### src/rtl/leaf_pkg.sv
// Shared types and helpers for the page-leaf output arbiter.
package leaf_pkg;

    // Default beat width of a leaf output stream.
    localparam int PAYLOAD_BITS_DEF = 32;

    // Arbiter states: no owner, or one requester owns the output port.
    typedef enum logic {
        IDLE  = 1'b0,
        GRANT = 1'b1
    } arb_state_t;

    // Width of a requester index; at least one bit so a single-entry range stays legal.
    function automatic int idx_bits(input int n);
        return (n > 1) ? $clog2(n) : 1;
    endfunction

endpackage

### src/rtl/leaf_out_arbiter_rr_pick.sv
// Round-robin first-one finder: the first set bit of elig at or after ptr,
// wrapping modulo NUM_REQ.
module rr_pick
    import leaf_pkg::*;
#(
    parameter int NUM_REQ  = 4,
    parameter int IDX_BITS = idx_bits(NUM_REQ)
) (
    input  logic [NUM_REQ-1:0]  elig,
    input  logic [IDX_BITS-1:0] ptr,
    output logic                found,
    output logic [IDX_BITS-1:0] idx
);

    // Walk NUM_REQ positions starting at ptr and keep the first eligible one.
    always_comb begin
        int pos;
        found = 1'b0;
        idx   = '0;
        pos   = 0;
        for (int off = 0; off < NUM_REQ; off++) begin
            pos = int'(ptr) + off;
            if (pos >= NUM_REQ) begin
                pos = pos - NUM_REQ;
            end
            if (!found && elig[pos]) begin
                found = 1'b1;
                idx   = IDX_BITS'(pos);
            end
        end
    end

endmodule

### src/rtl/leaf_out_arbiter.sv
// Shares one leaf output port among NUM_REQ operator streams: round-robin
// grants of at most BURST_LEN beats, one IDLE bubble after every release.
module leaf_out_arbiter
    import leaf_pkg::*;
#(
    parameter int NUM_REQ      = 4,
    parameter int PAYLOAD_BITS = PAYLOAD_BITS_DEF,
    parameter int BURST_LEN    = 16,
    parameter int IDX_BITS     = idx_bits(NUM_REQ)
) (
    input  logic                            clk,
    input  logic                            ap_rst_n,
    input  logic [NUM_REQ-1:0]              req_en,
    input  logic [NUM_REQ*PAYLOAD_BITS-1:0] req_tdata,
    input  logic [NUM_REQ-1:0]              req_tvalid,
    output logic [NUM_REQ-1:0]              req_tready,
    output logic [PAYLOAD_BITS-1:0]         out_data,
    output logic                            out_vld,
    input  logic                            out_ack,
    output logic [IDX_BITS-1:0]             out_idx,
    output logic                            busy
);

    localparam int                  CNT_W    = $clog2(BURST_LEN + 1);
    localparam logic [CNT_W-1:0]    CNT_LAST = CNT_W'(BURST_LEN - 1);
    localparam logic [IDX_BITS-1:0] IDX_LAST = IDX_BITS'(NUM_REQ - 1);

    arb_state_t            state_q;
    arb_state_t            state_d;
    logic [IDX_BITS-1:0]   grant_q;
    logic [IDX_BITS-1:0]   rr_ptr_q;
    logic [CNT_W-1:0]      cnt_q;

    logic                  pick_found;
    logic [IDX_BITS-1:0]   pick_idx;
    logic                  sel_vld;
    logic [PAYLOAD_BITS-1:0] sel_data;
    logic                  in_grant;
    logic                  xfer;
    logic                  rel_grant;
    logic [IDX_BITS-1:0]   next_ptr;

    // Enable mask only matters while scanning in IDLE.
    rr_pick #(
        .NUM_REQ  (NUM_REQ),
        .IDX_BITS (IDX_BITS)
    ) u_pick (
        .elig  (req_tvalid & req_en),
        .ptr   (rr_ptr_q),
        .found (pick_found),
        .idx   (pick_idx)
    );

    // Select the granted requester's valid and data from the registered grant.
    always_comb begin
        sel_vld  = 1'b0;
        sel_data = '0;
        for (int i = 0; i < NUM_REQ; i++) begin
            if (grant_q == IDX_BITS'(i)) begin
                sel_vld  = req_tvalid[i];
                sel_data = req_tdata[i*PAYLOAD_BITS +: PAYLOAD_BITS];
            end
        end
    end

    // Forward the granted stream; ready goes back only to the owner.
    always_comb begin
        in_grant = (state_q == GRANT);
        busy     = in_grant;
        out_vld  = in_grant & sel_vld;
        out_data = in_grant ? sel_data : '0;
        out_idx  = grant_q;
        for (int i = 0; i < NUM_REQ; i++) begin
            req_tready[i] = in_grant && (grant_q == IDX_BITS'(i)) && out_ack;
        end
        xfer      = out_vld & out_ack;
        rel_grant = in_grant && (!sel_vld || (xfer && (cnt_q == CNT_LAST)));
        next_ptr  = (grant_q == IDX_LAST) ? '0 : grant_q + 1'b1;
    end

    // Next-state: take a grant when the scan finds someone, drop it on release.
    always_comb begin
        state_d = state_q;
        case (state_q)
            IDLE:    if (pick_found) state_d = GRANT;
            GRANT:   if (rel_grant)  state_d = IDLE;
            default: state_d = IDLE;
        endcase
    end

    // State register.
    always_ff @(posedge clk or negedge ap_rst_n) begin
        if (!ap_rst_n) begin
            state_q <= IDLE;
        end else begin
            state_q <= state_d;
        end
    end

    // Grant owner, beat counter within the burst, and round-robin pointer.
    always_ff @(posedge clk or negedge ap_rst_n) begin
        if (!ap_rst_n) begin
            grant_q  <= '0;
            rr_ptr_q <= '0;
            cnt_q    <= '0;
        end else if (state_q == IDLE) begin
            if (pick_found) begin
                grant_q <= pick_idx;
                cnt_q   <= '0;
            end
        end else if (rel_grant) begin
            rr_ptr_q <= next_ptr;
        end else if (xfer) begin
            cnt_q <= cnt_q + 1'b1;
        end
    end

endmodule
### config.mk
export PLATFORM = sky130hd
export DESIGN_NAME = leaf_out_arbiter
export DESIGN_NICKNAME = d
export VERILOG_FILES = /design/src/rtl/leaf_pkg.sv /design/src/rtl/leaf_out_arbiter_rr_pick.sv /design/src/rtl/leaf_out_arbiter.sv
export SDC_FILE = /design/constraint.sdc
export NUM_CORES = 1
export LEC_CHECK = 0
export BUFFER_PORTS_ARGS = -buffer_cell sky130_fd_sc_hd__buf_2
export CAP_MARGIN = 25
export CORE_ASPECT_RATIO = 0.5
export CORE_MARGIN = 3
export CORE_UTILIZATION = 36
export CTS_CLUSTER_SIZE = 30
export DETAILED_ROUTE_END_ITERATION = 8
export PLACE_DENSITY_LB_ADDON = 0.05
export RECOVER_POWER = 100
export SYNTH_ARGS = -nofsm -noshare
export SYNTH_HDL_FRONTEND = slang
export SYNTH_SLANG_ARGS = --single-unit
### constraint.sdc
create_clock -name clk -period 2.33 [get_ports clk]
set_input_delay 0.3495 -clock clk [delete_from_list [all_inputs] [get_ports clk]]
set_output_delay 0.3495 -clock clk [all_outputs]
set_load 0.01 [all_outputs]
==> flow_metrics.py, run 1 <==
metrics = {
    "min_path": {
        "hold_class": "reg -> reg",
        "min_from": "cnt_q[3]",
        "hold-path-endpoint": "cnt_q[3]",
        "hold-path-cell-count": 1,
    },
    "synthesis": {
        "synthFlopType": "dfrtp_1",
        "synth_seq_cells": 10,
        "synth_area_leaders": "a22o_1, dfrtp_1, a22oi_1",
        "synth_edf_count": 0,
        "seq_area_frac_synth_pct": 14.9,
        "yosysTopAreaCell": "a22o_1",
        "synth-async-reset-ratio_pct": 100,
        "netlist-cell-type-count": 34,
        "synthCells": 236,
        "synth_top_area_share_pct": 16.6,
        "syn_area_um2": 1680,
        "syn_avg_cell_area_um2": 7.14,
        "yosysWarningCount": 0,
        "syn_nets": 381,
    },
    "clock_network": {
        "cts_sinks": 10,
        "h-tree-depth": 1,
        "clk_pin_slew_ns": 0.05,
        "clockBufferDepth": 2,
        "clk_latency_ns": 0.24,
        "cts_inserted_buffers": 3,
        "cts_tree": "done",
        "clock-root-buffer": "clkbuf_8",
    },
    "critical_path": {
        "crit_slowest_cell": "dfrtp_1",
        "cp_top_family": "buffers and inverters",
        "cp.arrival_ns": 1.87,
        "reg2reg_slack_ns": 0.30,
        "crit_fanout": 32,
        "cp-start-kind": "flip-flop",
        "cpPeakStageDelay_ns": 0.37,
        "reg2reg_from": "cnt_q[0]",
        "critPathKind": "reg -> out",
        "path_common_cell": "buf_4",
        "r2r_end": "rr_ptr_q[1]",
        "r2r.worst_path.cells": 7,
        "crit_chain": "buf_4 > ha_2 > and2_1 > buf_4 > a22o_1 > buf_2",
        "endpoint_kind": "primary output",
        "critPathBufInv": 3,
        "cp.required_ns": 1.98,
    },
    "route": {
        "drtPass1Iterations": 4,
        "wl_met2_mm": 3.72,
        "postRouteAntennaNets": 0,
        "wl_met1_mm": 2.82,
        "wl_met3_um": 407,
        "drc": 0,
        "wirelength_mm": 7.04,
        "routedWlPerCell_um": 15.2,
        "route.vias.total": 2500,
        "drt-vias-per-instance": 5.41,
        "drt_first_iter_violations": 90,
        "highest_layer": "met4",
    },
    "global_routing": {
        "grt_usage_pct": 21.9,
        "grt_overflow": 0,
        "grt_pass1_wl_mm": 9.87,
        "antenna_found_initial": 0,
        "grt_max_degree": 37,
        "grt_pass1_vias": 2152,
    },
    "timing": {
        "setup_viol": 0,
        "finalHoldViolations": 0,
        "max_freq_mhz": 451,
        "skew_ns": 0.00446,
        "maxSlewHeadroom_pct": 62.3,
        "holdWs_ns": 0.466,
        "min_period_ns": 2.22,
        "fin_crit_sh_pct": 95.2,
        "worstMarginPinSlew_ns": 0.566,
        "drv_slew": 0,
        "rsz0062_at_grt": "true",
    },
    "floorplan": {
        "row_count": 16,
        "placeableCoreArea_um2": 4180,
        "die_y_um": 54.4,
        "io_pins": 179,
        "die_w_um": 103,
        "initial_core_util_pct": 40.3,
        "die_area_um2": 5580,
    },
    "cells_and_area": {
        "syn_to_final_growth_pct": 64.8,
        "final-seq-area_um2": 250,
        "multi_input_area_um2": 1320,
        "fill_cells": 378,
        "antenna_cells": 0,
        "drive_above_1_share_pct": 50.7,
        "finalNetCount": 554,
        "fin_area_um2": 2780,
    },
    "run": {
        "cap_violations": 0,
    },
    "pwr": {
        "internal_power_w": 0.00168,
        "pwr-share-comb_pct": 84.3,
        "ir_drop_v": 0.000811,
        "seq_power_share_pct": 9.0,
        "power.density_nw_per_um2": 1180,
        "p_switching_w": 0.00159,
        "p_leak_nw": 1.55,
        "pwr-share-clk_pct": 6.7,
        "finalPower_w": 0.00328,
        "p_sw_share_pct": 48.6,
    },
    "placement": {
        "placed_area_um2": 2650,
        "portBuffers": 178,
        "dp_hpwl_mm": 5.46,
        "gp_congestion": 0.823,
    },
    "outcome": {
        "outcome": "finished clean",
    },
}
worst reg2reg max path, delay by kind of cell (launching register included):
kind | cells | cell delay (ns)
AO/OA/AOI/OAI | 1 | 0.35
adder cells (fa/ha/maj) | 2 | 0.41
flip-flops | 1 | 0.41
multiplexers | 1 | 0.30
AND/OR/NAND/NOR | 3 | 0.45
placed cells by master, fill, tap and decap left out, types with 2 or more instances in the layout:
cell type,instances
buf_2,177
nand2_1,45
o21ai_1,34
a22o_1,32
a22oi_1,31
dfrtp_1,10
buf_4,9
and3_1,6
inv_1,5
o21ai_0,5
mux2i_1,5
a21oi_1,4
clkbuf_8,4
and2_1,3
nand2b_1,3
nor2_1,3
ha_1,3
ha_2,3
nor2b_2,2
nand3_1,2
o211ai_1,2
buf_12,2
kinds of logic (layout without fill, tap and decap cells):
kind of cell	Yosys count	in the layout	share of synthesized area, %
DFF	10	10	14.9
muxes	6	6	3.86
AOI/OAI and AO/OA	117	117	50.1
and+or+nand+nor	68	68	18.9
adders and majority gates	6	6	4.46
buffers and inverters	29	201	7.73
Yosys cell counts, drive strengths merged (2+ instances only):
cell type and n:
a21oi 5, nand2 45, mux2i 5, buf 10, nor2 4, nand3 2, and3 6, inv 5
and2 3, a22o 32, dfrtp 10, o21ai 40, clkbuf 14, a22oi 31, ha 6, nand2b 3
nor2b 3, o211ai 2
repair_timing:
action | CTS | global route
gates cloned | 0 | 1
endpoints found under the setup margin | 20 | 33
buffers inserted | 0 | 1
hold buffers | 1 | 0
pin swaps | 0 | 0
hold endpoints to repair | 10 | 0
gates resized for setup | 2 | 5
metal layers:
layer / vias to the layer above / GRT usage [%]
met1: 1168 / 26.6
met3: 11 / 1.40
met4: 0 / 6.32
li1: 1236 / -
met5: - / 0
met2: 85 / 42.5
worst max path at each step:
stage,depth (start not counted),start,end
after floorplan,8,out_idx[1],out_data[21]
after global placement,7,out_idx[0],out_data[11]
after detailed placement,8,out_idx[0],out_data[11]
after CTS,6,out_idx[0],out_data[0]
after global routing,8,out_idx[1],out_data[30]
final,6,out_idx[0],out_data[3]
power by group through the flow:
| stage | clock [W] | sequential (W) | combinational [W] |
|---|---|---|---|
| after floorplan | 0 | 0.000289 | 0.00174 |
| after detailed placement | 0 | 0.000297 | 0.00263 |
| after global placement | 0 | 0.000294 | 0.00249 |
| after global routing | 0.000237 | 0.000306 | 0.00303 |
| final | 0.000219 | 0.000296 | 0.00276 |
| after CTS | 0.000224 | 0.000295 | 0.00266 |
registers in the layout (all words and copies together), names as in the netlist:
| signal | flops |
|---|---|
| out_idx | 2 |
| cnt_q | 5 |
| busy | 1 |
| rr_ptr_q | 2 |
cell type report:
| type | instances | share of cell area [%] |
|---|---|---|
| flip-flops and latches | 10 | 9.02 |
| multi-input cells | 197 | 47.7 |
| inverters | 5 | 0.676 |
| repair buffers | 192 | 38.2 |
| clock buffers | 4 | 1.98 |
| well taps | 54 | 2.43 |
stage by stage:
stage	utilization [%]	TNS [ns]	worst slack, ns	cells
after floorplan	-	0	0.400	236
after global placement	62.8	-5.08	-0.201	454
after detailed placement	63.4	0	0.210	455
after CTS	65.2	0	0.0131	460
after global routing	66.3	-0.0223	-0.0223	462
final	66.3	0	0.111	462
(Power assumes the default switching activity.)
==> run 2: changes to the inputs <==
Settings changed: CELL_PAD_IN_SITES_DETAIL_PLACEMENT from default to 0, CELL_PAD_IN_SITES_GLOBAL_PLACEMENT from default to 2, CORE_UTILIZATION 36 to 16.
==> flow_metrics.py, run 2 (same netlist as run 1, synthesis figures left out) <==
metrics = {
    "clock_network": {
        "cts_inserted_buffers": 3,
        "clock-root-buffer": "clkbuf_16",
        "cts_tree": "done",
        "cts_sinks": 10,
        "clockBufferDepth": 2,
        "clk_pin_slew_ns": 0.04,
        "clk_latency_ns": 0.23,
        "h-tree-depth": 1,
    },
    "route": {
        "routedWlPerCell_um": 16.4,
        "postRouteAntennaNets": 0,
        "drtPass1Iterations": 4,
        "wirelength_mm": 8.97,
        "drt-vias-per-instance": 4.51,
        "drc": 0,
        "route.vias.total": 2470,
        "drt_first_iter_violations": 97,
    },
    "cells_and_area": {
        "antenna_cells": 0,
        "regMostFlops": "cnt_q",
        "finalNetCount": 560,
        "layout_commonest_cell": "buf_2",
        "final_util_pct": 30.3,
        "largest_register_ffs": 5,
        "layout_common_cells": "buf_2, nand2_1, o21ai_1",
        "drive_above_1_share_pct": 52.5,
        "syn_to_final_growth_pct": 76.5,
        "fin_cells": 548,
    },
    "timing": {
        "finalHoldViolations": 0,
        "holdWs_ns": 0.486,
        "worstMarginPinSlew_ns": 0.609,
        "skew_ns": 0.00147,
        "max_freq_mhz": 450,
        "drv_slew": 0,
        "fin_crit_sh_pct": 95.4,
        "min_period_ns": 2.22,
        "fin_setup_tns_ns": 0,
        "maxSlewHeadroom_pct": 59.4,
        "setup_viol": 0,
        "rsz0062_at_grt": "true",
    },
    "critical_path": {
        "endpoint_kind": "primary output",
        "r2r_end": "rr_ptr_q[1]",
        "cp.required_ns": 1.98,
        "cp.arrival_ns": 1.87,
        "cp-start-kind": "flip-flop",
        "reg2reg_slack_ns": 0.29,
        "r2r.worst_path.cells": 7,
        "reg2reg_from": "cnt_q[0]",
        "crit_fanout": 8,
        "critPathKind": "reg -> out",
    },
    "placement": {
        "portBuffers": 178,
        "dp_cells": 537,
        "dp_hpwl_mm": 6.84,
        "gp_congestion": 0.776,
    },
    "global_routing": {
        "grt_pass1_wl_mm": 12.5,
        "antenna_found_initial": 0,
        "grt_max_degree": 42,
        "grt_usage_pct": 13.0,
        "grt_overflow": 0,
        "grt_pass1_vias": 2441,
    },
    "pwr": {
        "p_leak_nw": 1.59,
        "ir_drop_v": 0.000699,
        "power.density_nw_per_um2": 1210,
        "finalPower_w": 0.00361,
    },
    "floorplan": {
        "initial_core_util_pct": 17.1,
        "io_pins": 179,
        "placeableCoreArea_um2": 9820,
        "die_y_um": 78.5,
        "die_area_um2": 11900,
        "row_count": 25,
        "die_w_um": 151,
    },
    "outcome": {
        "outcome": "finished clean",
    },
    "min_path": {
        "hold-path-cell-count": 1,
        "hold-path-endpoint": "cnt_q[3]",
        "min_from": "cnt_q[3]",
        "hold_class": "reg -> reg",
    },
    "run": {
        "cap_violations": 0,
    },
}
## run 2: critical path, cell delays in order, from the launching register on
cell       delay (ns)
dfrtp_2          0.45
inv_2            0.09
ha_4             0.13
nor2b_4          0.28
clkbuf_16        0.22
a22oi_1          0.07
o21ai_1          0.15
a22o_1           0.13
buf_2            0.12
## run 2: how the worst max path moves through the flow
stage / startpoint / to / depth (start not counted)
finish: out_idx[0] / out_data[0] / 8
global route: out_idx[1] / out_data[5] / 8
CTS: out_idx[1] / out_data[21] / 8
detailed placement: cnt_q[0] / rr_ptr_q[1] / 7
global placement: cnt_q[0] / rr_ptr_q[1] / 7
floorplan: out_idx[1] / out_data[21] / 8
## run 2: per-layer routing
metal | vias to the layer above | global-route usage [%] | wire length [um]
met5 | - | 0 | 0
met4 | 0 | 2.26 | 56
met3 | 4 | 1.21 | 527
met2 | 80 | 24.9 | 4540
met1 | 1135 | 15.9 | 3850
li1 | 1251 | - | -
## run 2: cell type report
type,count,area (um2)
Clock buffer,3,75.1
Sequential cell,10,251
Fill cell,1095,6850
Multi-Input combinational cell,197,1350
Tap cell,135,169
Timing Repair Buffer,198,1100
Inverter,5,18.8
## run 2: metrics by stage
step	worst slack, ns	area (um2)
2_1_floorplan	0.400	1680
3_3_place_gp	0.287	2740
3_5_place_dp	0.288	2740
4_1_cts	0.0655	2830
5_1_grt	-0.0344	2970
6_report	0.108	2970
## run 2: repair_timing
item,CTS,global route
hold endpoints to repair,10,0
setup endpoints to repair,0,32
hold buffers,1,0
resized for setup,0,14
setup buffers,0,4
## run 2: power breakdown
part | switching (W) | total [W] | internal, W
registers | 0.0000686 | 0.000298 | 0.000229
logic | 0.00160 | 0.00302 | 0.00141
clock network | 0.0000735 | 0.000296 | 0.000222
total | 0.00174 | 0.00361 | 0.00186
==> run 3: changes to the inputs <==
Settings changed: MAX_ROUTING_LAYER from default to met4.
==> flow_metrics.py, run 3 (same netlist as run 1, synthesis figures left out) <==
metrics = {
    "pwr": {
        "power.density_nw_per_um2": 1210,
        "p_leak_nw": 1.59,
        "ir_drop_v": 0.000699,
    },
    "timing": {
        "fin_crit_sh_pct": 95.3,
        "drv_slew": 0,
        "setup_viol": 0,
        "rsz0062_at_grt": "true",
        "maxSlewHeadroom_pct": 59.6,
        "min_period_ns": 2.22,
        "finalHoldViolations": 0,
        "holdWs_ns": 0.487,
        "worstMarginPinSlew_ns": 0.605,
        "max_freq_mhz": 450,
        "skew_ns": 0.00190,
    },
    "clock_network": {
        "cts_inserted_buffers": 3,
        "cts_tree": "done",
        "clock-root-buffer": "clkbuf_16",
        "h-tree-depth": 1,
        "clk_pin_slew_ns": 0.04,
        "clockBufferDepth": 2,
        "clk_latency_ns": 0.23,
        "cts_sinks": 10,
    },
    "cells_and_area": {
        "regMostFlops": "cnt_q",
        "layout_commonest_cell": "buf_2",
        "syn_to_final_growth_pct": 76.5,
        "drive_above_1_share_pct": 52.5,
        "layout_common_cells": "buf_2, nand2_1, o21ai_1",
        "fin_area_um2": 2970,
        "largest_register_ffs": 5,
        "finalNetCount": 560,
        "antenna_cells": 0,
    },
    "route": {
        "postRouteAntennaNets": 0,
        "drt_first_iter_violations": 100,
        "route.vias.total": 2450,
        "drc": 0,
        "wirelength_mm": 8.93,
        "drtPass1Iterations": 4,
        "drt-vias-per-instance": 4.47,
        "routedWlPerCell_um": 16.3,
    },
    "global_routing": {
        "antenna_found_initial": 0,
        "grt_pass1_wl_mm": 12.5,
        "grt_max_degree": 42,
        "grt_overflow": 0,
        "grt_pass1_vias": 2446,
        "grt_usage_pct": 13.3,
    },
    "critical_path": {
        "critPathKind": "reg -> out",
        "reg2reg_slack_ns": 0.29,
        "cp-start-kind": "flip-flop",
        "crit_fanout": 8,
        "cp.arrival_ns": 1.87,
        "cp.required_ns": 1.98,
        "endpoint_kind": "primary output",
    },
    "placement": {
        "gp_congestion": 0.786,
        "placed_area_um2": 2740,
        "dp_hpwl_mm": 6.84,
        "portBuffers": 178,
    },
    "floorplan": {
        "die_area_um2": 11900,
        "io_pins": 179,
        "die_w_um": 151,
        "row_count": 25,
        "die_y_um": 78.5,
        "placeableCoreArea_um2": 9820,
        "initial_core_util_pct": 17.1,
    },
    "run": {
        "cap_violations": 0,
    },
    "outcome": {
        "outcome": "finished clean",
    },
    "min_path": {
        "hold_class": "reg -> reg",
    },
}
## run 3: cell counts in the layout (fill, tap and decap cells not counted)
Identical to the previous run, type by type.
## run 3: area by class of cell
type | count | area (um2)
clock buffers | 3 | 75.1
fillers | 1095 | 6850
inverters | 5 | 18.8
multi-input cells | 197 | 1350
flip-flops and latches | 10 | 251
well taps | 135 | 169
repair buffers | 198 | 1100
## run 3: path summary, 6_finish.rpt
check	cells after the start	to	startpoint
max	8	out_data[24]	out_idx[0]
min	1	cnt_q[3]	cnt_q[3]
max reg2reg	7	rr_ptr_q[1]	cnt_q[0]
min reg2reg	1	cnt_q[3]	cnt_q[3]
max in group asynchronous	2	out_idx[0]	ap_rst_n
min in group asynchronous	2	cnt_q[1]	ap_rst_n
## run 3: stage by stage
| step | power, W | instances | TNS [ns] | worst slack (ns) | utilization [%] |
|---|---|---|---|---|---|
| after floorplan | 0.00203 | 236 | 0 | 0.400 | - |
| after global placement | 0.00299 | 537 | 0 | 0.287 | 27.9 |
| after detailed placement | 0.00299 | 537 | 0 | 0.288 | 27.9 |
| after CTS | 0.00330 | 541 | 0 | 0.0655 | 28.8 |
| after global routing | 0.00398 | 548 | -0.264 | -0.0344 | 30.3 |
| final | 0.00360 | 548 | 0 | 0.110 | 30.3 |
## run 3: repair_timing
| action | 4_1_cts | 5_1_grt |
|---|---|---|
| endpoints found under the hold margin | 10 | 0 |
| hold buffers | 1 | 0 |
| endpoints found under the setup margin | 0 | 32 |
| resized for setup | 0 | 14 |
| buffers inserted | 0 | 4 |
## run 3: worst max-delay path: stages (launching register included)
cell and delay, ns:
dfrtp_2 0.45, inv_2 0.09, ha_4 0.13, nor2b_4 0.28, clkbuf_16 0.22, a22oi_1 0.07
o21ai_1 0.15, a22o_1 0.13, buf_2 0.12
## run 3: per-layer routing
| metal | up-vias | global-route usage [%] | wire length [um] |
|---|---|---|---|
| li1 | 1250 | - | - |
| met1 | 1124 | 15.8 | 3840 |
| met2 | 72 | 24.9 | 4540 |
| met3 | 4 | 1.21 | 483 |
| met4 | 0 | 2.26 | 57 |
| met5 | - | - | 0 |
## run 3: where the power goes
group,switching [W],internal (W)
Sequential,0.0000681,0.000229
Clock,0.0000732,0.000222
Combinational,0.00159,0.00141
Total,0.00173,0.00186
